File: src/rtl/i2s_encoder_if.sv
// Sample-pair handshake between an upstream audio source and the I2S transmitter.
interface i2s_encoder_if;
    logic [15:0] sample_left;
    logic [15:0] sample_right;
    logic        sample_valid;
    logic        sample_ready;

    modport master (
        output sample_left,
        output sample_right,
        output sample_valid,
        input  sample_ready
    );

    modport slave (
        input  sample_left,
        input  sample_right,
        input  sample_valid,
        output sample_ready
    );
endinterface

File: src/rtl/i2s_encoder.sv
// Master-mode I2S transmitter: 16-bit stereo pairs in via valid/ready, BCK/LRCK/DATA out.
// 32 BCK per frame, MSB first, data delayed one BCK after LRCK; a starved frame repeats the last pair.
module i2s_encoder #(
    parameter int unsigned CLK_DIV = 4
) (
    input  logic         clock,
    input  logic         reset,
    i2s_encoder_if.slave smp,
    output logic         underrun,
    output logic         i2s_bck,
    output logic         i2s_lrck,
    output logic         i2s_data
);
    localparam int unsigned DIV_W   = $clog2(CLK_DIV);
    localparam int unsigned SLOT_W  = 5;
    localparam int unsigned FRAME_W = 32;

    logic [DIV_W-1:0]   div_cnt_q, div_cnt_d;
    logic               bck_q, bck_d;
    logic               lrck_q, lrck_d;
    logic               data_q, data_d;
    logic [SLOT_W-1:0]  slot_q, slot_d;
    logic [FRAME_W-1:0] frame_sr_q, frame_sr_d;
    logic [FRAME_W-1:0] pend_q, pend_d;
    logic [FRAME_W-1:0] last_q, last_d;
    logic               full_q, full_d;
    logic               ready_q, ready_d;
    logic               underrun_q, underrun_d;

    logic               tick;
    logic               fall;
    logic               load;
    logic               accept;
    logic [SLOT_W-1:0]  slot_nxt;
    logic [FRAME_W-1:0] load_word;

    always_ff @(posedge clock) begin
        if (reset) begin
            div_cnt_q  <= '0;
            bck_q      <= 1'b0;
            lrck_q     <= 1'b0;
            data_q     <= 1'b0;
            slot_q     <= '0;
            frame_sr_q <= '0;
            pend_q     <= '0;
            last_q     <= '0;
            full_q     <= 1'b0;
            ready_q    <= 1'b1;
            underrun_q <= 1'b0;
        end else begin
            div_cnt_q  <= div_cnt_d;
            bck_q      <= bck_d;
            lrck_q     <= lrck_d;
            data_q     <= data_d;
            slot_q     <= slot_d;
            frame_sr_q <= frame_sr_d;
            pend_q     <= pend_d;
            last_q     <= last_d;
            full_q     <= full_d;
            ready_q    <= ready_d;
            underrun_q <= underrun_d;
        end
    end

    always_comb begin
        tick      = (div_cnt_q == DIV_W'(CLK_DIV - 1));
        fall      = tick & bck_q;
        slot_nxt  = slot_q + SLOT_W'(1);
        load      = fall & (slot_q == '0);
        accept    = smp.sample_valid & ready_q;
        load_word = full_q ? pend_q : last_q;

        div_cnt_d  = tick ? '0 : div_cnt_q + DIV_W'(1);
        bck_d      = tick ? ~bck_q : bck_q;
        lrck_d     = lrck_q;
        data_d     = data_q;
        slot_d     = slot_q;
        frame_sr_d = frame_sr_q;
        pend_d     = pend_q;
        last_d     = last_q;
        full_d     = full_q;
        underrun_d = 1'b0;

        // Everything serial moves on the BCK falling edge so the receiver can sample on the rise.
        if (fall) begin
            slot_d = slot_nxt;
            lrck_d = slot_nxt[SLOT_W-1];
            if (load) begin
                frame_sr_d = load_word;
                data_d     = load_word[FRAME_W-1];
                if (full_q) begin
                    last_d = pend_q;
                    full_d = 1'b0;
                end else begin
                    underrun_d = 1'b1;
                end
            end else begin
                frame_sr_d = {frame_sr_q[FRAME_W-2:0], 1'b0};
                data_d     = frame_sr_q[FRAME_W-2];
            end
        end

        // An accept coinciding with an empty-buffer load lands in the buffer for the next frame.
        if (accept) begin
            pend_d = {smp.sample_left, smp.sample_right};
            full_d = 1'b1;
        end

        ready_d = ~full_d;
    end

    assign smp.sample_ready = ready_q;
    assign underrun         = underrun_q;
    assign i2s_bck          = bck_q;
    assign i2s_lrck         = lrck_q;
    assign i2s_data         = data_q;
endmodule
File: src/flat_wrapper.sv
// flat-port wrapper written by rule: the top's interface ports become plain ports
module i2s_encoder_flat 
#(
    parameter int unsigned CLK_DIV = 4
)
  (clock, reset, underrun, i2s_bck, i2s_lrck, i2s_data, smp_sample_left, smp_sample_right, smp_sample_valid, smp_sample_ready);
  i2s_encoder_if smp_i ();
  input  logic clock;
  input  logic reset;
  output logic underrun;
  output logic i2s_bck;
  output logic i2s_lrck;
  output logic i2s_data;
  input wire logic [$bits(smp_i.sample_left)-1:0] smp_sample_left;
  input wire logic [$bits(smp_i.sample_right)-1:0] smp_sample_right;
  input wire logic [$bits(smp_i.sample_valid)-1:0] smp_sample_valid;
  output wire logic [$bits(smp_i.sample_ready)-1:0] smp_sample_ready;
  assign smp_i.sample_left = smp_sample_left;
  assign smp_i.sample_right = smp_sample_right;
  assign smp_i.sample_valid = smp_sample_valid;
  assign smp_sample_ready = smp_i.sample_ready;
  i2s_encoder #(.CLK_DIV(CLK_DIV)) u_core (.clock(clock), .reset(reset), .smp(smp_i), .underrun(underrun), .i2s_bck(i2s_bck), .i2s_lrck(i2s_lrck), .i2s_data(i2s_data));
endmodule
File: config.mk
export PLATFORM = sky130hd
export DESIGN_NAME = i2s_encoder_flat
export DESIGN_NICKNAME = d
export VERILOG_FILES = /design/src/rtl/i2s_encoder_if.sv /design/src/rtl/i2s_encoder.sv /design/src/flat_wrapper.sv
export SDC_FILE = /design/constraint.sdc
export NUM_CORES = 1
export LEC_CHECK = 0
export ABC_AREA = 0
export CORE_AREA = 2 2 91 93
export CTS_CLUSTER_DIAMETER = 100
export CTS_CLUSTER_SIZE = 14
export DETAILED_ROUTE_END_ITERATION = 8
export DIE_AREA = 0 0 93 95
export PLACE_DENSITY_LB_ADDON = 0.1
export SLEW_MARGIN = 25
export SYNTH_ARGS = -nofsm -noshare
export SYNTH_HDL_FRONTEND = slang
export SYNTH_SLANG_ARGS = --single-unit
File: constraint.sdc
create_clock -name clock -period 2 [get_ports clock]
set_input_delay 0.4 -clock clock [delete_from_list [all_inputs] [get_ports clock]]
set_output_delay 0.4 -clock clock [all_outputs]
set_load 0.01 [all_outputs]
* After elaboration in Yosys (flattened, before gate mapping)
Index checks and enable logic that the tools add are counted.
** Word-level totals
- Bits in registers :: 108
- Logic and storage cells :: 32
- ROM bits :: 0
- Bits in latches :: 0
- Memories kept :: 0
- Bits in writable memories :: 0
** Operators by class
- Magnitude comparators :: 0
- Reduce and logical (&&, ||, !) cells :: 4
- Div/mod/pow operators :: 0
- $add $sub $neg :: 2
- Shift operators :: 0
- Eq/ne operators :: 1
- Multiply operators :: 0
- Bitwise logic cells :: 7
- Multiplexer cells :: 7
** Operator list (number)
- 32-bit two-way mux :: 1
- 31-bit two-way mux :: 1
- 5-bit by 1-bit adder with 5-bit output (second input constant) :: 1
- 5-bit zero test :: 1
- 1-bit two-way mux :: 5
- 1-bit NOT :: 4
- 1-bit bitwise AND :: 3
- 3-bit OR reduction :: 1
- 2-bit by 1-bit adder with 2-bit output (second input constant) :: 1
- 2-bit == test (second input constant) :: 1
- 2-bit AND reduction :: 1
- 2-bit OR reduction :: 1

* Logic depth before layout (Yosys ltp)
Gate-level depths: netlist of the first run.
- Depth in word-level cells :: 7
- Mapped depth :: 8
- Gate-level depth less buffers :: 5

* Least setup slack after synthesis of the first run
Ideal clock, no wire load.
- Path kind :: register to register
- Start point :: register u_core.slot_q[0]
- End point :: register u_core.frame_sr_q[30]
- Arrival :: 1.538 ns
- Stages on the path, launching flop included :: 7
- Library setup time :: 0.122 ns
- Data required time :: 1.878 ns
- Slack :: 0.340 ns
- Path through :: dfxtp_1 -> inv_1 -> ha_1 -> or4b_1 -> buf_6 -> and4_1 -> a311o_1
** On the way
- Longest elaborated chain between the ends :: 3
** Ends and longest elaborated chain
- start, declared :: RTL line i2s_encoder.sv:22 : logic [SLOT_W-1:0] slot_q, slot_d;
- start signal, assigned :: RTL line i2s_encoder.sv:55 : slot_q <= slot_d;
- 5-bit zero test :: RTL line i2s_encoder.sv:69 : load = fall & (slot_q == '0);
- 1-bit bitwise AND :: RTL line i2s_encoder.sv:69
- 31-bit two-way mux :: RTL line i2s_encoder.sv:88 : if (load) begin
- end signal, assigned :: RTL line i2s_encoder.sv:56 : frame_sr_q <= frame_sr_d;
- end, declared :: RTL line i2s_encoder.sv:23 : logic [FRAME_W-1:0] frame_sr_q, frame_sr_d;
Every way passes these cells.
A chain may end at the register's enable or synchronous reset.

* Worst setup path in the final report of the first run
- Start point :: register u_core.slot_q[0]
- End point :: register u_core.last_q[15]
** On the way
- Longest elaborated chain between the ends :: 3
** Ends and longest elaborated chain
- 5-bit zero test :: RTL line i2s_encoder.sv:69
- 1-bit bitwise AND :: RTL line i2s_encoder.sv:69
- 2-bit AND reduction (no line)
- end signal, assigned :: RTL line i2s_encoder.sv:58 : last_q <= last_d;
- end, declared :: RTL line i2s_encoder.sv:25 : logic [FRAME_W-1:0] last_q, last_d;
Every way passes these cells.

==> results of run 1 <==
sequential cells by signal (all words and copies together), names as in the netlist:
register and count:
u_core.last_q 32, u_core.smp.sample_ready 1, u_core.pend_q 32, u_core.underrun 1, u_core.div_cnt_q 2, u_core.i2s_bck 1
u_core.i2s_data 1, u_core.full_q 1, u_core.slot_q 5, u_core.frame_sr_q 31
synthesized netlist by cell type (3+ instances only):
| master | n |
|---|---|
| clkbuf_1 | 29 |
| ha_1 | 3 |
| nand3_1 | 60 |
| nand4_1 | 4 |
| mux2_2 | 32 |
| a21oi_1 | 37 |
| o311ai_0 | 15 |
| nand2_1 | 112 |
| nor2_1 | 5 |
| o21ai_1 | 10 |
| inv_1 | 3 |
| buf_1 | 9 |
| buf_2 | 5 |
| nor3_1 | 4 |
| o221ai_1 | 13 |
| dfxtp_1 | 107 |
| o21ai_0 | 21 |
through the flow:
stage	cell area [sq um]	instances	utilization
CTS	5000	625	0.631
finish	5000	625	0.631
global route	5000	625	0.631
detailed placement	4830	609	0.609
global placement	4830	609	0.609
floorplan	4330	496	-
worst reg2reg max path: stages, from the launching register on:
cell     delay [ns]
dfxtp_1        0.35
inv_1          0.07
ha_1           0.15
or4b_1         0.62
nor2_2         0.17
buf_4          0.25
o21ai_0        0.14
where the power goes:
| group | internal (mW) | leakage, nW | switching, mW |
|---|---|---|---|
| registers | 2.18 | 0.868 | 0.0285 |
| clock network | 0.460 | 0.0860 | 0.742 |
| logic | 0.154 | 0.839 | 0.155 |
| total | 2.79 | 1.79 | 0.926 |
metal layers:
metal	GRT usage	up-vias	part of all wire	routed length [um]
met5	0	-	0	0
met4	0.0625	0	0.0086	76
met3	0.0463	10	0.036	323
met2	0.357	62	0.48	4260
met1	0.273	1684	0.47	4200
li1	-	1795	-	-
worst paths after layout:
path | from | to | depth (start not counted)
max | u_core.slot_q[0] | u_core.last_q[15] | 6
min | u_core.div_cnt_q[0] | u_core.div_cnt_q[0] | 1
max reg2reg | u_core.slot_q[0] | u_core.last_q[15] | 6
min reg2reg | u_core.div_cnt_q[0] | u_core.div_cnt_q[0] | 1
cells by family after synthesis:
family / count (synthesis) / synth area share
and+or+nand+nor: 198 / 0.208
xor gates and xnor gates: 3 / 0.00606
AOI/OAI and AO/OA: 102 / 0.147
DFF: 107 / 0.494
adders and majority gates: 3 / 0.00866
muxes: 34 / 0.0878
buffers and inverters: 49 / 0.0482
final cells by class:
type                            instances  area share
Clock inverter                          7      0.0103
Tap cell                              105      0.0263
Inverter                                3     0.00225
Sequential cell                       107       0.428
Multi-Input combinational cell        340       0.396
Timing Repair Buffer                   54       0.112
Clock buffer                            9      0.0248
==> flow_metrics.env, run 1 <==
export IMPL_diodes=0
export IMPL_place_gp_congestion=0.720
export IMPL_crit_family="simple AND/OR/NAND/NOR gates"
export IMPL_crit_chain="inv_1, ha_1, or4b_1, nor2_2, buf_4, o21ai_0"
export IMPL_layout_common_cells="nand2_1, dfxtp_1, nand3_1"
export IMPL_power_leakage_nw=1.79
export IMPL_io_buffers=39
export IMPL_area_delta_synth_final_pct=15.4
export IMPL_clock_root_buffer="clkbuf_8"
export IMPL_die_w_um=93
export IMPL_ff2ff_setup_slack_ns=0.15
export IMPL_cts_setup_buffers=0
export IMPL_cp_buffers_inverters=2
export IMPL_synth_edf_count=0
export IMPL_yosysTopAreaCellShare=0.494
export IMPL_io_pins=40
export IMPL_crit_type="register to register"
export IMPL_dp_slack_ns=0.137
export IMPL_timing_hold_ws_ns=0.429
export IMPL_clockBufferDepth=2
export IMPL_skew_ns=0.0107
export IMPL_die_h_um=95
export IMPL_powerDensity_nw_per_um2=743
export IMPL_start_util=0.547
export IMPL_worst_slack_ns=0.149
export IMPL_grt_pass1_wl_mm=15.1
export IMPL_detail_route_wl_per_cell_um=14.2
export IMPL_required_ns=2.25
export IMPL_synth_seq_cells=107
export IMPL_clkTransAtPathRegs_ns=0.10
export IMPL_drt_total_wl_mm=8.86
export IMPL_fp_coreArea_sq_um=7930
export IMPL_final_seq_area_sq_um=2140
export IMPL_track_usage=0.212
export IMPL_yosysTopAreaCell="dfxtp_1"
export IMPL_fmax_mhz=540
export IMPL_grt_pass1_vias=3204
export IMPL_clock_sinks=107
export IMPL_ys_flop_type="dfxtp_1"
export IMPL_seq_area_frac_synth=0.494
export IMPL_drv_cap=0
export IMPL_min_period_over_period=0.925
export IMPL_antenna_found_initial=0
export IMPL_grt_overflow=0
export IMPL_insertion_delay_ns=0.37
export IMPL_rsz0062_at_grt="no"
export IMPL_final_hold_viol_count=0
export IMPL_slew_headroom=0.709
export IMPL_cts_resized_gates=0
export IMPL_cp_end_kind="register"
export IMPL_cts_hold_buf=0
export IMPL_syn_mean_instance_area_sq_um=8.74
export IMPL_setup_viol=0
export IMPL_grt_max_degree=63
export IMPL_dieArea_sq_um=8840
export IMPL_nNetsFinal=553
export IMPL_final_common_cell="nand2_1"
export IMPL_hold_path_class="register to register"
export IMPL_netlist_area_sq_um=4330
export IMPL_multiInputGateArea_sq_um=1980
export IMPL_vias=3551
export IMPL_dr_pass1_iters=5
export IMPL_fin_crit_ns=1.85
export IMPL_crit_fanout=18
export IMPL_final_setup_tns_ns=0
export IMPL_synthCells=496
export IMPL_slew_violations=0
export IMPL_drive_gt1_frac=0.133
export IMPL_synth_area_top_cells="dfxtp_1, nand2_1, mux2_2"
export IMPL_yosysWarnings=0
export IMPL_finalPower_mw=3.72
export IMPL_drcViolationCount=0
export IMPL_htree_levels=3
export IMPL_vias_per_cell=5.68
export IMPL_first_iter_violations=197
export IMPL_synthesis_nets=534
export IMPL_cp_arrival_ns=2.10
export IMPL_crit_path_start_kind="register"
export IMPL_synthArstFlopShare=0
export IMPL_hpwl_mm=5.49
export IMPL_status="finished, final reports clean"
export IMPL_antenna_left=0
export IMPL_slowest_delay_ns=0.62
export IMPL_nFillCells=727
export IMPL_synth_cell_types=37
export IMPL_cts_tree="built"
export IMPL_worstMarginPinSlew_ns=0.436
export IMPL_cpMaxStageDelayCell="or4b_1"
export IMPL_cts_buffers=9
export IMPL_ir_drop_uv=408
export IMPL_rows=33
Power figures use the tool's default switching activity.
==> run 2: changes to the inputs <==
clock period = 2.1 ns   (was 2 ns; I/O delays follow)
==> flow_metrics.env, run 2 (same netlist as run 1, synthesis figures left out) <==
export IMPL_dieArea_sq_um=8840
export IMPL_grt_overflow=0
export IMPL_cts_tree="built"
export IMPL_vias_per_cell=5.54
export IMPL_cts_hold_buf=0
export IMPL_ir_drop_uv=643
export IMPL_crit_path_start_kind="register"
export IMPL_clkTransAtPathRegs_ns=0.09
export IMPL_drv_cap=0
export IMPL_clockBufferDepth=2
export IMPL_track_usage=0.211
export IMPL_power_switching_mw=0.823
export IMPL_final_common_cell="nand2_1"
export IMPL_placed_area_sq_um=4810
export IMPL_final_seq_area_sq_um=2140
export IMPL_pwr_share_seq=0.581
export IMPL_grt_max_degree=78
export IMPL_cts_setup_buffers=0
export IMPL_grt_pass1_vias=3271
export IMPL_io_pins=40
export IMPL_final_setup_tns_ns=0
export IMPL_slew_headroom=0.751
export IMPL_final_hold_viol_count=0
export IMPL_cts_resized_gates=0
export IMPL_die_w_um=93
export IMPL_power_frac_comb=0.079
export IMPL_finalInstanceArea_sq_um=5000
export IMPL_io_buffers=39
export IMPL_skew_ns=0.00963
export IMPL_grt_pass1_wl_mm=15.2
export IMPL_cp_end_kind="register"
export IMPL_worst_slack_ns=0.257
export IMPL_place_gp_congestion=0.753
export IMPL_drt_total_wl_mm=8.59
export IMPL_top_regs="u_core.last_q x32, u_core.pend_q x32, u_core.frame_sr_q x31"
export IMPL_sw_frac_of_total=0.227
export IMPL_multiInputGateArea_sq_um=1980
export IMPL_fin_crit_ns=1.84
export IMPL_powerDensity_nw_per_um2=723
export IMPL_vias=3449
export IMPL_crit_fanout=18
export IMPL_antenna_left=0
export IMPL_layout_common_cells="nand2_1, dfxtp_1, nand3_1"
export IMPL_insertion_delay_ns=0.36
export IMPL_cts_buffers=9
export IMPL_detail_route_wl_per_cell_um=13.8
export IMPL_min_period_over_period=0.878
export IMPL_nFillCells=701
export IMPL_fp_coreArea_sq_um=7930
export IMPL_clock_sinks=107
export IMPL_finish_utilization=0.631
export IMPL_rows=33
export IMPL_antenna_found_initial=0
export IMPL_drive_gt1_frac=0.127
export IMPL_p_int_mw=2.80
export IMPL_start_util=0.547
export IMPL_required_ns=2.34
export IMPL_rsz0062_at_grt="no"
export IMPL_diodes=0
export IMPL_power_leakage_nw=1.79
export IMPL_status="finished, final reports clean"
export IMPL_worstMarginPinSlew_ns=0.374
export IMPL_fmax_mhz=543
export IMPL_hpwl_mm=5.40
export IMPL_crit_type="register to register"
export IMPL_dr_pass1_iters=4
export IMPL_htree_levels=3
export IMPL_first_iter_violations=119
export IMPL_slew_violations=0
export IMPL_p_clk_frac=0.340
export IMPL_hp_start="reset"
export IMPL_clock_root_buffer="clkbuf_8"
export IMPL_area_delta_synth_final_pct=15.4
export IMPL_drcViolationCount=0
export IMPL_dp_slack_ns=0.254
export IMPL_setup_viol=0
export IMPL_cp_startpoint="u_core.slot_q[0]"
export IMPL_die_h_um=95
export IMPL_nNetsFinal=552
export IMPL_r2r_start="u_core.slot_q[0]"
export IMPL_cp_arrival_ns=2.09
export IMPL_hold_path_class="input pin to register"
## run 2: changes by cell type in the layout (fill, tap and decap cells not counted), sizes merged
cell	before	now
clkinv	3	2
bufinv	0	1
buf	16	15
clkbuf	9	11
inv	5	3
clkinvlp	2	1
## run 2: layer usage
metal  share of wire  global-route usage  up-vias
met4           0.010              0.0699        0
met3           0.034              0.0423        8
met5               0                   0        -
li1                -                   -     1788
met1            0.48               0.276     1594
met2            0.47               0.350       59
## run 2: worst paths after layout
check / to / slack, ns / depth (start not counted)
hold / removal: u_core.slot_q[0] / 0.40 / 2
setup / recovery: u_core.last_q[17] / 0.26 / 6
setup reg to reg: u_core.last_q[17] / 0.26 / 6
hold reg to reg: u_core.div_cnt_q[0] / 0.43 / 1
## run 2: area by class of cell
| type | count | share of cell area |
|---|---|---|
| Clock buffer | 11 | 0.0283 |
| Clock inverter | 4 | 0.0103 |
| Inverter | 3 | 0.00225 |
| Multi-Input combinational cell | 340 | 0.397 |
| Sequential cell | 107 | 0.428 |
| Tap cell | 105 | 0.0263 |
| Timing Repair Buffer | 53 | 0.108 |
## run 2: power groups by stage
stage	Clock, mW	Combinational (mW)	Sequential (mW)
after floorplan	0	0.169	2.14
after global placement	0	0.284	2.15
after detailed placement	0	0.291	2.15
after CTS	1.27	0.291	2.10
after global routing	1.35	0.320	2.11
final	1.23	0.287	2.10
## run 2: critical path, stage by stage, from the launching register on
cell and delay (ns):
dfxtp_1 0.35, inv_1 0.07, ha_1 0.16, or4b_1 0.62
nor2_2 0.17, buf_4 0.25, o21ai_0 0.13
## run 2: per-stage QoR
stage / power [mW] / std cells / hold WS [ns]
3_3_place_gp: 2.43 / 608 / 0.414
6_report: 3.62 / 623 / 0.401
3_5_place_dp: 2.44 / 608 / 0.424
2_1_floorplan: 2.31 / 496 / 0.404
4_1_cts: 3.66 / 623 / 0.386
5_1_grt: 3.78 / 623 / 0.415
==> run 3: changes to the inputs <==
CORE_AREA = 2 2 127 67   (was 2 2 91 93)
DIE_AREA = 0 0 129 69   (was 0 0 93 95)
==> flow_metrics.env, run 3 (same netlist as run 1, synthesis figures left out) <==
export IMPL_status="finished, final reports clean"
export IMPL_dr_pass1_iters=4
export IMPL_grt_max_degree=78
export IMPL_min_period_over_period=0.890
export IMPL_cts_hold_buf=0
export IMPL_rsz0062_at_grt="no"
export IMPL_start_util=0.556
export IMPL_area_delta_synth_final_pct=18.4
export IMPL_drive_gt1_frac=0.129
export IMPL_io_pins=40
export IMPL_reg2reg_depth=5
export IMPL_hpwl_mm=5.81
export IMPL_cts_buffers=9
export IMPL_required_ns=2.33
export IMPL_diodes=0
export IMPL_track_usage=0.227
export IMPL_cts_tree="built"
export IMPL_clockBufferDepth=2
export IMPL_first_iter_violations=316
export IMPL_finish_utilization=0.658
export IMPL_finalPower_mw=4.15
export IMPL_drcViolationCount=0
export IMPL_power_leakage_nw=1.85
export IMPL_vias=3519
export IMPL_top_regs="u_core.last_q x32, u_core.pend_q x32, u_core.frame_sr_q x31"
export IMPL_die_w_um=129
export IMPL_die_h_um=69
export IMPL_final_setup_tns_ns=0
export IMPL_crit_fanout=9
export IMPL_cp_end_kind="register"
export IMPL_dieArea_sq_um=8900
export IMPL_clock_root_buffer="clkbuf_16"
export IMPL_slew_headroom=0.589
export IMPL_cp_startpoint="u_core.slot_q[0]"
export IMPL_drt_total_wl_mm=9.53
export IMPL_insertion_delay_ns=0.35
export IMPL_vias_per_cell=5.59
export IMPL_worst_slack_ns=0.230
export IMPL_crit_type="register to register"
export IMPL_grt_pass1_vias=3250
export IMPL_fp_coreArea_sq_um=7800
export IMPL_detail_route_wl_per_cell_um=15.1
export IMPL_cp_arrival_ns=2.10
export IMPL_crit_path_start_kind="register"
export IMPL_slew_violations=0
export IMPL_hold_path_class="register to register"
export IMPL_layout_common_cells="nand2_1, dfxtp_1, nand3_1"
export IMPL_nNetsFinal=552
export IMPL_r2r_start="u_core.slot_q[0]"
export IMPL_rows=23
export IMPL_htree_levels=3
export IMPL_r2r_end="u_core.i2s_data"
export IMPL_powerDensity_nw_per_um2=808
export IMPL_place_gp_congestion=0.815
export IMPL_clock_sinks=107
export IMPL_clkTransAtPathRegs_ns=0.07
export IMPL_io_buffers=39
export IMPL_ff2ff_setup_slack_ns=0.23
export IMPL_skew_ns=0.00567
export IMPL_grt_overflow=0
export IMPL_grt_pass1_wl_mm=16.2
export IMPL_worstMarginPinSlew_ns=0.614
export IMPL_setup_viol=0
export IMPL_final_common_cell="nand2_1"
export IMPL_critPathCapture="u_core.i2s_data"
export IMPL_antenna_found_initial=0
export IMPL_dp_slack_ns=0.284
export IMPL_fin_crit_ns=1.87
export IMPL_drv_cap=0
export IMPL_final_hold_viol_count=0
export IMPL_fmax_mhz=535
export IMPL_ir_drop_uv=526
export IMPL_antenna_left=0
## run 3: changes by cell type in the layout (fill, tap and decap cells not counted)
cell / before / now
nand2_2: 0 / 1
clkbuf_16: 0 / 9
nand2_1: 112 / 111
clkinv_2: 1 / 0
clkinv_4: 1 / 0
clkbuf_8: 10 / 4
clkinvlp_4: 1 / 0
## run 3: area by class of cell
class / count / area [sq um]
clock buffers: 14 / 284
clock inverters: 1 / 30.0
fillers: 654 / 2670
inverters: 3 / 11.3
multi-input cells: 340 / 1990
flip-flops and latches: 107 / 2140
well taps: 112 / 140
repair buffers: 53 / 541
## run 3: metrics by stage
step,cells,hold WS (ns),instance area (sq um)
6_report,630,0.426,5130
5_1_grt,630,0.456,5130
4_1_cts,630,0.429,5130
3_5_place_dp,615,0.420,4820
3_3_place_gp,615,0.413,4820
2_1_floorplan,496,0.404,4330
## run 3: where the power goes
| group | leakage (nW) | switching (mW) | internal, mW |
|---|---|---|---|
| Clock | 0.155 | 0.702 | 1.05 |
| Sequential | 0.868 | 0.0265 | 2.08 |
| Combinational | 0.830 | 0.152 | 0.142 |
| Total | 1.85 | 0.880 | 3.27 |
## run 3: routing by layer
layer / routed length, um / track usage
met5: 0 / 0
met4: 94 / 0.0531
met3: 499 / 0.0660
met2: 4100 / 0.343
met1: 4840 / 0.321
## run 3: critical path, stage by stage, from the launching register on
cell     delay (ns)
dfxtp_1        0.34
inv_1          0.07
ha_1           0.18
or4b_1         0.62
and4_1         0.28
a311o_1        0.27
## run 3: worst min path at each step
| stage | end | slack [ns] | depth (start not counted) | startpoint |
|---|---|---|---|---|
| 2_1_floorplan | u_core.div_cnt_q[0] | 0.40 | 1 | u_core.div_cnt_q[0] |
| 3_3_place_gp | u_core.div_cnt_q[0] | 0.41 | 1 | u_core.div_cnt_q[0] |
| 3_5_place_dp | u_core.div_cnt_q[0] | 0.42 | 1 | u_core.div_cnt_q[0] |
| 4_1_cts | u_core.div_cnt_q[0] | 0.43 | 1 | u_core.div_cnt_q[0] |
| 5_1_grt | u_core.div_cnt_q[0] | 0.46 | 1 | u_core.div_cnt_q[0] |
| 6_report | u_core.div_cnt_q[0] | 0.43 | 1 | u_core.div_cnt_q[0] |
## run 3: timing repair
action | in CTS | in global routing
setup endpoints to repair | 0 | 1
setup buffers | 0 | 0
gates resized for setup | 0 | 1
